File: src/rtl/mips_fetch_unit.sv
// Instruction-fetch stage: holds the PC, fetches over a req/valid handshake,
// presents decoded instruction fields and computes the branch-aware next PC.
module mips_fetch_unit #(
  parameter int unsigned           PC_WIDTH = 32,
  parameter logic [PC_WIDTH-1:0]   RESET_PC = '0
) (
  input  logic                clk,
  input  logic                reset,
  output logic                imem_req,
  output logic [PC_WIDTH-1:0] imem_addr,
  input  logic [31:0]         imem_rdata,
  input  logic                imem_valid,
  input  logic                stall,
  input  logic                branch,
  input  logic                ne,
  input  logic                alu_zero,
  output logic                instr_valid,
  output logic [31:0]         instr,
  output logic [5:0]          opcode,
  output logic [4:0]          rs,
  output logic [4:0]          rt,
  output logic [4:0]          rd,
  output logic [5:0]          funct,
  output logic [15:0]         imm16,
  output logic [PC_WIDTH-1:0] pc,
  output logic [PC_WIDTH-1:0] pc_plus4,
  output logic [31:0]         issue_count
);

  typedef enum logic [1:0] {
    S_IDLE,
    S_FETCH,
    S_ISSUE
  } state_e;

  localparam logic [PC_WIDTH-1:0] PC_RST = {RESET_PC[PC_WIDTH-1:2], 2'b00};

  state_e              state_q, state_d;
  logic [PC_WIDTH-1:0] pc_q, pc_d;
  logic [31:0]         instr_q, instr_d;
  logic [31:0]         count_q, count_d;

  logic                taken;
  logic [PC_WIDTH-1:0] branch_off;
  logic [PC_WIDTH-1:0] next_pc;

  always_ff @(posedge clk) begin
    if (reset) begin
      state_q <= S_IDLE;
      pc_q    <= PC_RST;
      instr_q <= '0;
      count_q <= '0;
    end else begin
      state_q <= state_d;
      pc_q    <= pc_d;
      instr_q <= instr_d;
      count_q <= count_d;
    end
  end

  // A bitwise AND keeps an unknown ne from leaking into next_pc when branch=0.
  assign taken      = branch & (alu_zero ^ ne);
  assign branch_off = {{(PC_WIDTH-18){instr_q[15]}}, instr_q[15:0], 2'b00};
  assign pc_plus4   = pc_q + PC_WIDTH'(4);
  assign next_pc    = taken ? (pc_plus4 + branch_off) : pc_plus4;

  always_comb begin
    state_d     = state_q;
    pc_d        = pc_q;
    instr_d     = instr_q;
    count_d     = count_q;
    imem_req    = 1'b0;
    instr_valid = 1'b0;
    case (state_q)
      S_IDLE: begin
        state_d = S_FETCH;
      end
      S_FETCH: begin
        imem_req = 1'b1;
        if (imem_valid) begin
          instr_d = imem_rdata;
          state_d = S_ISSUE;
        end
      end
      S_ISSUE: begin
        instr_valid = 1'b1;
        if (!stall) begin
          pc_d    = next_pc;
          count_d = count_q + 32'd1;
          state_d = S_FETCH;
        end
      end
      default: begin
        state_d = S_IDLE;
      end
    endcase
  end

  assign imem_addr   = pc_q;
  assign pc          = pc_q;
  assign instr       = instr_q;
  assign opcode      = instr_q[31:26];
  assign rs          = instr_q[25:21];
  assign rt          = instr_q[20:16];
  assign rd          = instr_q[15:11];
  assign funct       = instr_q[5:0];
  assign imm16       = instr_q[15:0];
  assign issue_count = count_q;

endmodule

File: config.mk
export PLATFORM = sky130hd
export DESIGN_NAME = mips_fetch_unit
export DESIGN_NICKNAME = d
export VERILOG_FILES = /design/src/rtl/mips_fetch_unit.sv
export SDC_FILE = /design/constraint.sdc
export NUM_CORES = 1
export LEC_CHECK = 0
export ABC_AREA = 1
export BUFFER_PORTS_ARGS = -buffer_cell sky130_fd_sc_hd__buf_2
export CELL_PAD_IN_SITES_DETAIL_PLACEMENT = 1
export CELL_PAD_IN_SITES_GLOBAL_PLACEMENT = 2
export CORE_UTILIZATION = 29
export CTS_CLUSTER_DIAMETER = 200
export DETAILED_ROUTE_END_ITERATION = 8
export GPL_TIMING_DRIVEN = 0
export MAX_ROUTING_LAYER = met4
export PLACE_DENSITY_LB_ADDON = 0.1
export SETUP_SLACK_MARGIN = 0.3
export SLEW_MARGIN = 0
export SYNTH_ARGS = -nofsm -noshare
export SYNTH_HDL_FRONTEND = slang
export SYNTH_SLANG_ARGS = --single-unit
File: constraint.sdc
create_clock -name clk -period 6.6 [get_ports clk]
set_clock_uncertainty 0.05 [all_clocks]
set_input_delay 0.33 -clock clk [delete_from_list [all_inputs] [get_ports clk]]
set_output_delay 0.33 -clock clk [all_outputs]
set_load 0.05 [all_outputs]
# ---- After elaboration in Yosys (flattened, before gate mapping)
# Cells that the tools add are included.
dict set report word_totals {
  ff_bits 98
  input_bits 39
  word_cells 24
}
dict set report classes {
  addsub 3
  n_eq_ne 4
  muxes 6
  bitwise_logic 3
  reduce_logical 4
}
# cell count
set op_table {}
lappend op_table {{$add A32 B1 Y32 const B} 1}
lappend op_table {{$add A32 B3 Y32 const B} 1}
lappend op_table {{$add A32 B32 Y32} 1}
lappend op_table {{$mux W32} 1}
lappend op_table {{$pmux W2 S3} 1}
lappend op_table {{$reduce_and A2 Y1} 3}
lappend op_table {{$mux W2} 2}
lappend op_table {{$ne A2 B2 Y1 const B} 2}
lappend op_table {{$eq A2 B1 Y1 const B} 1}
lappend op_table {{$eq A2 B2 Y1 const B} 1}
lappend op_table {{$logic_not A2 Y1} 1}
lappend op_table {{$mux W1} 2}
lappend op_table {{$and A1 B1 Y1} 1}
lappend op_table {{$not A1 Y1} 1}
lappend op_table {{$xor A1 B1 Y1} 1}

# ---- Logic depth before layout (Yosys ltp)
dict set report depth {
  ltp_word 3
  depth_mapped 25
}

# ---- Worst setup path after synthesis
# No wires, ideal clock.
dict set report synth_timing {
  path_kind {register -> register}
  startpoint {reg pc_q[3], in the netlist imem_addr[3]}
  endpoint {reg pc_q[19], in the netlist imem_addr[19]}
  arrival_ns 3.681
  required_ns 6.480
  slack_ns 2.799
  path_stages_with_launch 17
  path_buffers 0
  period_less_slack_ns 3.801
  path_cell_list {dfxtp_1 ha_1 nand2_1 inv_2 nand3_4 nor2_4 inv_2 nor2_2 xor2_1 ha_1 a21oi_1 nand2_1 o21bai_1 o21bai_1 nand2_1 nand3_1 a21oi_1}
}
dict set report synth_via {
  elab_chain_cells 3
}
# item line_no
set synth_rtl {}
lappend synth_rtl {{start: declaration} 39} ;# logic [PC_WIDTH-1:0] pc_q, pc_d;
lappend synth_rtl {{start signal: assignment} 55} ;# pc_q <= pc_d;
lappend synth_rtl {{$add A32 B3 Y32} 64} ;# assign pc_plus4 = pc_q + PC_WIDTH'(4);
lappend synth_rtl {{net pc_plus4[18]} 26} ;# output logic [PC_WIDTH-1:0] pc_plus4,
lappend synth_rtl {{$add A32 B32 Y32} 65} ;# assign next_pc = taken ? (pc_plus4 + branch_off) : pc_plus4;
lappend synth_rtl {{$mux W32} 65}
# The timed path passes the listed nets, and every way through them passes these cells.
# A chain may end at the register's enable or synchronous reset.

# ---- Final worst setup path
dict set report layout_timing {
  startpoint {reg pc_q[3], in the netlist imem_addr[3]}
  endpoint {reg pc_q[26], in the netlist imem_addr[26]}
}
dict set report layout_via {
  elab_chain_cells 3
}
# item line_no
set layout_rtl {}
lappend layout_rtl {{$add A32 B3 Y32 *} 64}
lappend layout_rtl {{$add A32 B32 Y32} 65}
lappend layout_rtl {{$mux W32 *} 65}
# Mark *: on every way between the ends. The rest lies on a longest branch, timed or not.

==> metrics.txt <==
status finished with violations; failing checks design-rule violations; Setup crit start kind flip-flop; Synth Register Bits 96; Tmin final 3.68 ns; Seq/Total Area, Yosys 24.6%; Worst Hold Class input port to flip-flop; setup repair bufs after CTS 0; vias about 9000; DRC 11; gate count after technology mapping between 1000 and 1500; largest area contributor in the netlist dfxtp_1; Post-Syn Area 7820 µm²; Final nets 1603; leakage power just over 5 nW; Tot Pwr 1.58 mW; TritonRoute pass-1 iters 7; commonest non-fill, non-tap cell in the layout nand2_1; part of the power in registers about two fifths; Max VDD drop just under 0.1 mV; CP Capture Type flip-flop; global-route usage over all layers ~24%; most frequent cells in the layout 342 x nand2_1, 237 x buf_2, 171 x inv_1, 113 x nand3_1, 103 x a21oi_1; RePlAce Congestion between 0.8 and 0.9; Avg Cell Area, Syn ~6.1 µm²; share of post-route cells with drive strength above 1 24.0%; yosys warns 0; most area-consuming cells after synthesis dfxtp_1 25%, nand2_1 16%, inv_1 8.2%; Top Ports between 200 and 250; H-tree depth 3; Resized cells post-CTS 0; asr flop ratio synth 0%; DIE HEIGHT roughly 170 µm; initial core utilization around 30%; Iter 0 DRT Violations around 470; period utilisation layout 55.7%; CTS Buf Count 9; overall die width 166 µm; Data arrival, critical path slightly below 4 ns; largest net degree at the start of global routing 26; sw frac a little over a third; RSZ-0062 raised after global routing no; kind of critical path flip-flop to flip-flop; Hold Violations, Final 0; core area between 20000 and 30000 µm²; maximum clock frequency roughly 0.27 GHz; wire per inst between 15 and 20 µm; Clock power frac ~37%; CTS tree built; critical path peak fanout 6; post-route cell area roughly 10000 µm²; Net Sw Power 0.557 mW; hold path start imem_rdata[18]; DP HPWL 26500 µm; Area Overhead vs Synth 24.6%; Distinct cells, synth 38; CTS Root Cell clkbuf_16; Max-Cap Viols 0; clock slew at reported path FFs 0.08 ns; combinational power share a little under a quarter; max-slew violations 0; setup_tns 0 ns; FF-to-FF Start imem_addr[3]; Crit. Startpoint imem_addr[3]; first-pass GRT wire length 50500 µm; GRT Residual Overflow 0; # diodes 0; clock net sink count 96; initial antenna violation count 0; final setup fails 0; PortBufs 235; clk_lat worst skew roughly 0.36 ns; top_reg_cell synth dfxtp_1; Clock Path Buffers 2; Via density 4.76; Yosys top cell area share 24.6%; Critical Path RT about 6.9 ns; worst slew pin tran approximately 1.1 ns; Total Wirelength about 32000 µm; die footprint between 20000 and 30000 µm²; Placed Instance Area ~9400 µm²; Internal ~1 mW; vias in the first global route 9058; cts-stage hold buffer count 0; # rows 59; P per Cell Area roughly 160 nW/µm²; Worst slew margin about a quarter; Post-synth EDFFs 0; DRT antenna net count 0
-- metrics by stage --
step | cells | hold slack (ns) | setup WS, ns | util [%]
6_report | 1865 | 0.188 | 2.92 | 37.1
5_1_grt | 1865 | 0.192 | 2.56 | 37.1
4_1_cts | 1865 | 0.177 | 2.92 | 37.1
3_5_place_dp | 1850 | 0.421 | 2.94 | 35.9
3_3_place_gp | 1850 | 0.402 | 2.86 | 35.9
2_1_floorplan | 1280 | 0.445 | 2.80 | -
-- synthesized netlist by cell type (8+ instances only) --
| cell type | instances |
|---|---|
| nor3_1 | 30 |
| o21ai_0 | 52 |
| dfxtp_1 | 96 |
| inv_1 | 171 |
| nand2_1 | 342 |
| clkbuf_1 | 28 |
| a21oi_1 | 103 |
| nand3_1 | 113 |
| a31oi_1 | 9 |
| ha_1 | 37 |
| buf_4 | 79 |
| nor2_2 | 8 |
| xnor2_1 | 8 |
| nand4_1 | 23 |
| nor2_1 | 89 |
| xor2_1 | 17 |
-- kinds of logic (layout without fill, tap and decap cells) --
logic type / count (synthesis) / in the layout / synth area share, %
simple gates: 640 / 640 / 36.1
fa+ha+maj: 38 / 38 / 6.17
buf+inv: 289 / 539 / 17.7
other cells: 1 / 6 / 0.0479
compound gates: 185 / 185 / 12.4
xor+xnor: 26 / 26 / 3.01
flops: 96 / 96 / 24.6
-- state kept, by name, indices dropped and copies added, names as in the netlist --
name,count
imem_addr,30
instr,32
issue_count,32
state_q,2
-- per-layer routing --
| metal | global-route usage, % | up-vias | wire, µm |
|---|---|---|---|
| met5 | - | - | 0 |
| met4 | 7.25 | 0 | 767 |
| met3 | 3.00 | 38 | 1330 |
| met2 | 39.9 | 204 | 14900 |
| met1 | 30.9 | 4124 | 15100 |
| li1 | - | 4503 | - |
-- worst paths after layout --
kind	endpoint	slack (ns)	depth (start not counted)
worst max-delay path	imem_addr[26]	2.92	17
worst min-delay path	instr[18]	0.19	3
worst max register to register	imem_addr[26]	2.92	17
worst min register to register	instr[18]	0.43	2
-- power groups by stage --
stage | sequential [mW] | combinational, mW | clock [mW]
3_5_place_dp | 0.635 | 0.373 | 0
2_1_floorplan | 0.676 | 0.225 | 0
3_3_place_gp | 0.635 | 0.370 | 0
5_1_grt | 0.625 | 0.398 | 0.624
6_report | 0.621 | 0.371 | 0.592
4_1_cts | 0.622 | 0.374 | 0.602
-- final cells by class --
class                           count  area, µm²
Multi-Input combinational cell    895       4540
Fill cell                        3565      16500
Sequential cell                    96       1920
Buffer                            112        719
Inverter                          177        664
Clock inverter                      5       81.3
Timing Repair Buffer              235       1180
Tap cell                          335        419
Clock buffer                       10        229
-- critical path: stages (launching register included) --
cell	delay (ns)
dfxtp_1	0.49
ha_1	0.23
nand2_1	0.08
inv_2	0.12
nand3_4	0.15
nor2_4	0.23
inv_2	0.05
nor2_2	0.13
xor2_1	0.51
ha_1	0.31
inv_1	0.06
nor3_1	0.29
inv_1	0.09
nor2_1	0.15
nand3_1	0.16
nand4_1	0.12
nand3_1	0.18
a21oi_1	0.20
(Power assumes the default switching activity.)
